$ cat src/rtl/irq_dispatch.sv
// Interrupt dispatcher: turns a priority-encoded request into a CPU
// req/ack/done handshake with source clear, hold-off and statistics.
module irq_dispatch #(
    parameter int N_SRC   = 8,
    parameter int IDW     = 3,
    parameter int HOLDOFF = 4,
    parameter int CNTW    = 8
) (
    input  logic             clk,
    input  logic             rst,
    input  logic             enc_valid,
    input  logic [IDW-1:0]   enc_code,
    output logic             irq_req,
    output logic [IDW-1:0]   irq_id,
    input  logic             irq_ack,
    input  logic             irq_done,
    output logic [N_SRC-1:0] clr_pulse,
    output logic             busy,
    output logic [CNTW-1:0]  serviced_cnt,
    output logic [CNTW-1:0]  spurious_cnt
);

    localparam logic [1:0] S_IDLE = 2'd0;
    localparam logic [1:0] S_REQ  = 2'd1;
    localparam logic [1:0] S_SVC  = 2'd2;
    localparam logic [1:0] S_HOLD = 2'd3;

    localparam int HW = (HOLDOFF > 2) ? $clog2(HOLDOFF) : 1;
    localparam int HL = (HOLDOFF > 0) ? HOLDOFF - 1 : 0;
    localparam logic [HW-1:0] HLOAD = HW'(HL);

    logic [1:0]       r_state;
    logic [IDW-1:0]   r_id;
    logic [HW-1:0]    r_hold;
    logic [N_SRC-1:0] r_clr;
    logic             r_req;
    logic             r_busy;
    logic [CNTW-1:0]  r_serv;
    logic [CNTW-1:0]  r_spur;

    logic [1:0]       w_next;
    logic [IDW-1:0]   w_id;
    logic [HW-1:0]    w_hold;
    logic [N_SRC-1:0] w_clr;
    logic             w_serv_inc;
    logic             w_spur_inc;

    // Inside REQ the ack test comes first, so it beats retarget and withdrawal
    always_comb begin
        w_next     = r_state;
        w_id       = r_id;
        w_hold     = r_hold;
        w_clr      = '0;
        w_serv_inc = 1'b0;
        w_spur_inc = 1'b0;
        unique case (r_state)
            S_IDLE: begin
                if (enc_valid) begin
                    w_id   = enc_code;
                    w_next = S_REQ;
                end
            end
            S_REQ: begin
                if (irq_ack) begin
                    w_next     = S_SVC;
                    w_clr      = N_SRC'(1) << r_id;
                    w_serv_inc = 1'b1;
                end else if (enc_valid) begin
                    if (enc_code > r_id) begin
                        w_id = enc_code;
                    end
                end else begin
                    w_next     = S_IDLE;
                    w_spur_inc = 1'b1;
                end
            end
            S_SVC: begin
                if (irq_done) begin
                    if (HOLDOFF == 0) begin
                        w_next = S_IDLE;
                    end else begin
                        w_next = S_HOLD;
                        w_hold = HLOAD;
                    end
                end
            end
            S_HOLD: begin
                if (r_hold == '0) begin
                    w_next = S_IDLE;
                end else begin
                    w_hold = r_hold - 1'b1;
                end
            end
            default: w_next = S_IDLE;
        endcase
    end

    always_ff @(posedge clk or posedge rst) begin
        if (rst) begin
            r_state <= S_IDLE;
            r_id    <= '0;
            r_hold  <= '0;
            r_clr   <= '0;
            r_req   <= 1'b0;
            r_busy  <= 1'b0;
            r_serv  <= '0;
            r_spur  <= '0;
        end else begin
            r_state <= w_next;
            r_id    <= w_id;
            r_hold  <= w_hold;
            r_clr   <= w_clr;
            r_req   <= (w_next == S_REQ);
            r_busy  <= (w_next != S_IDLE);
            if (w_serv_inc && !(&r_serv)) begin
                r_serv <= r_serv + 1'b1;
            end
            if (w_spur_inc && !(&r_spur)) begin
                r_spur <= r_spur + 1'b1;
            end
        end
    end

    assign irq_req      = r_req;
    assign irq_id       = r_id;
    assign clr_pulse    = r_clr;
    assign busy         = r_busy;
    assign serviced_cnt = r_serv;
    assign spurious_cnt = r_spur;

endmodule

$ cat config.mk
export PLATFORM = sky130hd
export DESIGN_NAME = irq_dispatch
export DESIGN_NICKNAME = d
export VERILOG_FILES = /design/src/rtl/irq_dispatch.sv
export SDC_FILE = /design/constraint.sdc
export NUM_CORES = 1
export LEC_CHECK = 0
export CAP_MARGIN = 30
export CORE_MARGIN = 2
export CORE_UTILIZATION = 40
export CTS_CLUSTER_SIZE = 10
export DETAILED_ROUTE_END_ITERATION = 12
export PLACE_DENSITY = 0.79
export SYNTH_ARGS = -nofsm -noshare
export SYNTH_HDL_FRONTEND = slang
export SYNTH_SLANG_ARGS = --single-unit
$ cat constraint.sdc
create_clock -name clk -period 1.95 [get_ports clk]
set_input_delay 0.4875 -clock clk [delete_from_list [all_inputs] [get_ports clk]]
set_output_delay 0.4875 -clock clk [all_outputs]
set_load 0.02 [all_outputs]
* After elaboration in Yosys (flattened, before gate mapping)
Index checks and enable logic that the tools add are counted.
** Storage, ports and cells
- Bits in registers :: 33
- Bits in latches :: 0
- Memory bits (writable) :: 0
- Bits in read-only memories :: 0
- Memories :: 0
** Operators by class
- Add/subtract/negate cells :: 3
- $mul :: 0
- Divide/modulo/power cells :: 0
- Order comparisons :: 1
- Eq/ne operators :: 10
- Shift operators :: 1
- Multiplexer cells :: 21
- Bitwise operators :: 0
- Reductions and logical operators :: 13
** Operators by type and width (count)
- adder 8 x 1 -> 8 bit, second input constant :: 2
- 2-to-1 mux 8 bit :: 2
- AND reduction 8 bit :: 2
- 2-to-1 mux 2 bit :: 7
- 2-to-1 mux 3 bit :: 4
- inequality test 2 bit, second input constant :: 6
- one-hot mux 2 bit (4 select lines) :: 1
- left shift 1 x 3 -> 8 bit, first input constant :: 1
- one-hot mux 3 bit (2 select lines) :: 1
- nonzero test 2 bit :: 3
- 2-to-1 mux 1 bit :: 5
- AND reduction 5 bit :: 1
- == test 2 x 1 -> 1 bit, second input constant :: 2
- == test 2 bit, second input constant :: 2
- zero test 2 bit :: 2
- one-hot mux 2 bit (2 select lines) :: 1
- greater-than comparator 3 bit :: 1
- AND reduction 3 bit :: 1
- logical AND 1 bit :: 2
- zero test 1 bit :: 2
- subtractor 2 x 1 -> 2 bit, second input constant :: 1

* Longest topological paths before layout
- Depth after elaboration :: 5
- Depth in mapped cells :: 6

* Least setup slack after synthesis
No wires, ideal clock.
- Path kind :: register to register
- Start point :: reg r_id[1] (netlist: irq_id[1])
- End point :: reg r_id[0] (netlist: irq_id[0])
- Library setup time :: 0.125 ns
- Data arrival time :: 1.713 ns
- Required time :: 1.825 ns
- Slack :: 0.112 ns
- Stages on the path, launching flop included :: 7
- Clock period less this slack :: 1.838 ns
- Cell sequence :: dfrtp_1 -> inv_1 -> ha_1 -> nor2b_1 -> o211ai_1 -> a31oi_1 -> mux2_2
** On the way
- Word-level cells in the longest chain between the ends :: 3
** Ends and longest elaborated chain
- start, declared :: line 33 : logic [IDW-1:0] r_id;
- start signal, assigned :: line 110 : r_id <= w_id;
- greater-than comparator 3 bit :: line 69 : if (enc_code > r_id) begin
- inequality test 2 bit (no source line)
- AND reduction 5 bit (no source line)
No other way between the ends.
A chain may end at the register's enable or synchronous reset.

* Worst setup path after layout
- Start point :: reg r_id[0] (netlist: irq_id[0])
- End point :: out irq_id[0]
** RTL lines
- end, declared :: line 14 : output logic [IDW-1:0] irq_id,
No word-level cell between the ends.

==> results.md <==
- Main area contributors after synthesis: dfrtp_1 55%, mux2_2 5.3%, xnor2_1 5.3%
- Fraction of registers with async set/reset: 100%
- Synth cell count leaders: 33 x dfrtp_1, 9 x inv_1, 9 x nand2_1, 9 x xnor2_1
- Via-per-instance ratio: 4.85
- Peak Freq: 0.531 GHz
- Clk sink count: 33
- Sequential share of the synthesized area: 55.1%
- Net count after synthesis: 138
- Critical path depth: 1
- Crit-path cells: clkdlybuf4s50_1
- Number of synthesized flops with an enable pin: 0
- Setup WS pre-CTS: -0.393 ns
- Post-synthesis cell type count: 30
- Post-synth top area share: 55.1%
- Die width: 65.2 µm
- R2R Path End: irq_id[0]$_DFFE_PP0P_
- GPL Wtd Cong: 0.726
- Max-cap violations: 0
- First-pass GRT wire length: 5.02 mm
- Minimum clock period: 1.88 ns
- Area grow syn2layout: 39.5%
- I/O pin count: 37
- Design area: 2090 µm²
- Slowest cell on the critical path: clkdlybuf4s50_1
- Worst Skew: 0.00304 ns
- Worst setup path start: irq_id[0]$_DFFE_PP0P_
- Congestion Overflow GR: 0
- CP startpoint kind: flip-flop
- Most common cell in the netlist: dfrtp_1
- PwrDens: 1220 nW/µm²
- CTS Buf Count: 5
- Yosys warns: 0
- Layout Cells excl Fill: 222
- Area of the mapped netlist: 1500 µm²
- Vias: 1,077
- Vias in the first global route: 1,122
- Later-pin clock latency in the skew report: 0.28 ns
- WP buf/inv: 1
- Gr usage total: 15.7%
- CP Capture Type: output pin
- Critical Setup Path Class: reg2out
- Core area: 3630 µm²
- Placed inst area: 1960 µm²
- DRT Wirelength: 2.90 mm
- Max incr delay on CP: 0.65 ns
- Final Core Density: 57.5%
- R2R depth: 5
- Mapped Avg Cell Area: 12.1 µm²
- Count of final setup violators: 0
- Largest net degree at the start of global routing: 34
- DR WL/cell: 13.1 µm
- Port Buffers: 36
- Antenna cells: 0
- Final Hold Viols: 0
- Cell count after synthesis: 124
- Post-route antenna net violation count: 0
- Worst reg2reg startpoint: irq_id[0]$_DFFE_PP0P_
- Post-route setup slack: 0.0674 ns
- HP Class: reg2reg
- WP data required: 1.46 ns
- Initial antenna violation count: 0
- Inst Count DP: 214
- Iteration-0 DRC Markers: 27
- Worst setup endpoint: irq_id[0]
- Static leakage: 0.000954 µW
- Status: finished clean
- Initial core utilization: 41.2%
- Max rail drop VDD: 0.658 mV
- DRC: 0
- Layout cells sized above 1: 18.4%
- DRT Pass-1 Iters: 4
- Die area: 4250 µm²
- Setup slack, reg-to-reg: 0.18 ns
- CTS root buffer: clkbuf_8
- Clock-pin slew on the worst setup and hold paths: 0.06 ns
- Nets: 187
- Setup tns final: 0 ns
- TritonCTS clock tree: yes
- Max-slew violation count: 0
- Worst slew pin tran: 0.417 ns
- Num rows: 22
- Post-synth top flop: dfrtp_1
- Delay-heaviest family, CP: buffers and inverters
- Synth area leader: dfrtp_1
- H-Tree Level Count: 2
- CTS Buffer Depth: 2
- Unrepaired setup endpoints after global routing: false
- Die height: 65.2 µm
- Post-route clock period utilization: 96.5%
- Register bit count reported by yosys: 33
- CP max FO: 8
- Max transition margin: 71.9%
- DP HPWL: 2.10 mm
- Arrival @ worst endpoint: 1.40 ns
## through the flow
| step | hold slack, ns | power [µW] |
|---|---|---|
| after CTS | 0.515 | 2550 |
| after floorplan | 0.538 | 1600 |
| after global placement | 0.477 | 1940 |
| after global routing | 0.527 | 2740 |
| after detailed placement | 0.499 | 2000 |
| final | 0.506 | 2550 |
## state kept, by name, indices dropped and copies added, names as in the netlist
| name | count |
|---|---|
| clr_pulse | 8 |
| serviced_cnt | 8 |
| spurious_cnt | 8 |
| irq_id | 3 |
| r_hold | 2 |
| r_state | 2 |
| busy | 1 |
| irq_req | 1 |
## cell type report
class	instances	area [µm²]
Clock buffer	6	72.6
Clock inverter	2	10.0
Fill cell	310	1540
Inverter	9	33.8
Multi-Input combinational cell	81	674
Sequential cell	33	826
Tap cell	48	60.1
Timing Repair Buffer	43	413
## kinds of logic (layout without fill, tap and decap cells)
| family | count (synthesis) | count (layout) | share of synthesized area, % |
|---|---|---|---|
| and+or+nand+nor | 41 | 41 | 16.2 |
| buffers and inverters | 10 | 60 | 3.01 |
| xor gates and xnor gates | 14 | 14 | 8.19 |
| AOI/OAI and AO/OA | 13 | 13 | 7.18 |
| muxes | 7 | 7 | 5.26 |
| adders and majority gates | 6 | 6 | 5.01 |
| DFF | 33 | 33 | 55.1 |
## where the power goes
group | total (µW) | switching, µW | internal, µW
clock | 483 | 236 | 247
sequential | 1020 | 178 | 837
combinational | 1050 | 497 | 552
## per-layer routing
layer	share of wire [%]	global-route usage [%]	vias to the layer above	wire length [µm]
met3	6.0	5.99	4	174
met4	1.0	5.47	0	30
li1	-	-	525	-
met2	50	26.1	35	1470
met1	42	18.7	513	1230
met5	0	0	-	0
## how the worst min path moves through the flow
stage | start | depth (start not counted) | to
finish | spurious_cnt[5]$_DFFE_PP0P_ | 1 | spurious_cnt[5]$_DFFE_PP0P_
global route | serviced_cnt[6]$_DFFE_PP0P_ | 1 | serviced_cnt[6]$_DFFE_PP0P_
CTS | serviced_cnt[6]$_DFFE_PP0P_ | 1 | serviced_cnt[6]$_DFFE_PP0P_
detailed placement | serviced_cnt[6]$_DFFE_PP0P_ | 1 | serviced_cnt[6]$_DFFE_PP0P_
global placement | spurious_cnt[5]$_DFFE_PP0P_ | 1 | spurious_cnt[5]$_DFFE_PP0P_
floorplan | r_hold[1]$_DFFE_PP0P_ | 2 | r_hold[1]$_DFFE_PP0P_
## cell usage in the layout, fill, tap and decap left out, drive strengths merged, types with 4 or more instances in the layout
cell	synthesis	layout
dfrtp	33	33
clkdlybuf4s50	0	33
xnor2	9	9
nand2	9	9
inv	9	9
nor2	7	7
buf	1	7
mux2	7	7
clkbuf	0	6
ha	6	6
xor2	5	5
nor3	5	5
nand4	4	4
## repair_timing
item / in CTS / in global routing
setup buffers: 0 / 0
pin swaps: 3 / 1
endpoints found under the setup margin: 3 / 3
gates resized for setup: 8 / 2
endpoints found under the hold margin: 0 / 0
hold buffers: 0 / 0
(Power assumes the default switching activity.)
==> patch (same flow settings) <==
The parameter `CNTW` goes from 8 to 4.
--- a/src/rtl/irq_dispatch.sv
+++ b/src/rtl/irq_dispatch.sv
@@ -4,7 +4,7 @@
     parameter int N_SRC   = 8,
     parameter int IDW     = 3,
     parameter int HOLDOFF = 4,
-    parameter int CNTW    = 8
+    parameter int CNTW    = 4
 ) (
     input  logic             clk,
     input  logic             rst,
Ports: changed (resized serviced_cnt and spurious_cnt); port bits go from 37 to 29. No check against the original RTL was run, so the function may have changed too.
==> patch against the unedited design <==
- sequential cell count is 8 lower
- cell area is 21% lower
- worst setup slack better by 4.6 ps
- register-to-register slack better by 150 ps
- routed wire length is 19% lower
- total power is 9.8% lower
- first-iteration DRC count is 11% lower
- area after synthesis is 18% lower
- critical endpoint is now spurious_cnt[3]
==> patch: results <==
[status]
status = finished clean

[critical_path]
reg2reg_slack_ps = 330
cp-endpoint = spurious_cnt[3]
reg2reg_from = irq_id[1]$_DFFE_PP0P_
startpoint = spurious_cnt[3]$_DFFE_PP0P_
cp_max_fo = 5
max_stage_delay_ps = 630

[cts]
clk_latency_ps = 320
clock-root-buffer = clkbuf_4
cts_sinks = 25
cts-htree-levels = 1

[sta]
max-slew-margin-rel_pct = 69.8
final.setup.worst_slack_ps = 72.0
whs_ps = 491

[placement]
gp_congestion = 0.767
dpl_cell_area_um2 = 1610
dp_cells = 179
place.port_buffers = 28

[pwr]
leakagePower_uw = 0.000743
ir_drop_uv = 601

[drt]
wire_per_inst_um = 12.8
vias = 936
drt-initial-drc-count = 24
wl_met1_mm = 1.05
avgViaCountPerCell = 5.11

[grt]
first_global_vias = 965
grt_pass1_wl_mm = 4.08
gr-usage-all-layers_pct = 15.2
grt_max_degree = 26

[synth]
synth_area_leaders = dfrtp_1 (51%), ha_1 (6.1%), mux2_2 (3.7%)
syn_area_per_cell_um2 = 11.0
synth_compound_area_share_pct = 11.3
yosysSeqAreaShare_pct = 50.7
synth_commonest_cells = dfrtp_1 (25), nor2_1 (10), inv_1 (7)
synthAdderAreaFrac_pct = 6.09
synth_xor_area_share_pct = 2.84
ys_types = 33

[cells_and_area]
nets = 165

[worst_hold_path]
hp-class = in2async
-- patch: worst min-delay path by stage --
stage,end,cells past startpoint,start
finish,spurious_cnt[3]$_DFFE_PP0P_,3,rst
detailed placement,serviced_cnt[3]$_DFFE_PP0P_,1,serviced_cnt[3]$_DFFE_PP0P_
floorplan,r_hold[1]$_DFFE_PP0P_,2,r_hold[1]$_DFFE_PP0P_
global route,irq_id[0]$_DFFE_PP0P_,3,rst
global placement,serviced_cnt[3]$_DFFE_PP0P_,1,serviced_cnt[3]$_DFFE_PP0P_
CTS,r_hold[1]$_DFFE_PP0P_,3,rst
-- patch: area by class of cell --
cell class,instances,area (µm²)
Sequential cell,25,626
Inverter,7,26.3
Timing Repair Buffer,37,349
Tap cell,33,41.3
Clock buffer,3,22.5
Clock inverter,1,7.51
Fill cell,270,1360
Multi-Input combinational cell,77,568
-- patch: tightest hold or removal path, cell delays in order --
cell,delay [ps]
clkdlybuf4s50_1,400
inv_1,50
buf_4,300
-- patch: where the power goes --
group / switching (µW) / internal, µW / total [µW]
Clock: 159 / 78.3 / 238
Combinational: 544 / 600 / 1140
Sequential: 218 / 697 / 915
Total: 922 / 1380 / 2300
-- patch: repair_timing --
action                                  in CTS  in global routing
gates cloned                                 0                  0
resized for setup                            1                  1
hold buffers                                 0                  0
endpoints found under the setup margin       1                  1
-- patch: metrics by stage --
stage          util, %  total power [µW]
2_1_floorplan        -              1610
3_3_place_gp      53.6              2040
3_5_place_dp      53.6              2090
4_1_cts           54.5              2320
5_1_grt           54.6              2480
6_report          54.6              2300
-- patch: per-layer routing --
| metal | global-route usage, % | vias up |
|---|---|---|
| li1 | - | 470 |
| met1 | 17.8 | 443 |
| met2 | 26.7 | 19 |
| met3 | 2.84 | 4 |
| met4 | 7.30 | 0 |
| met5 | 0 | - |
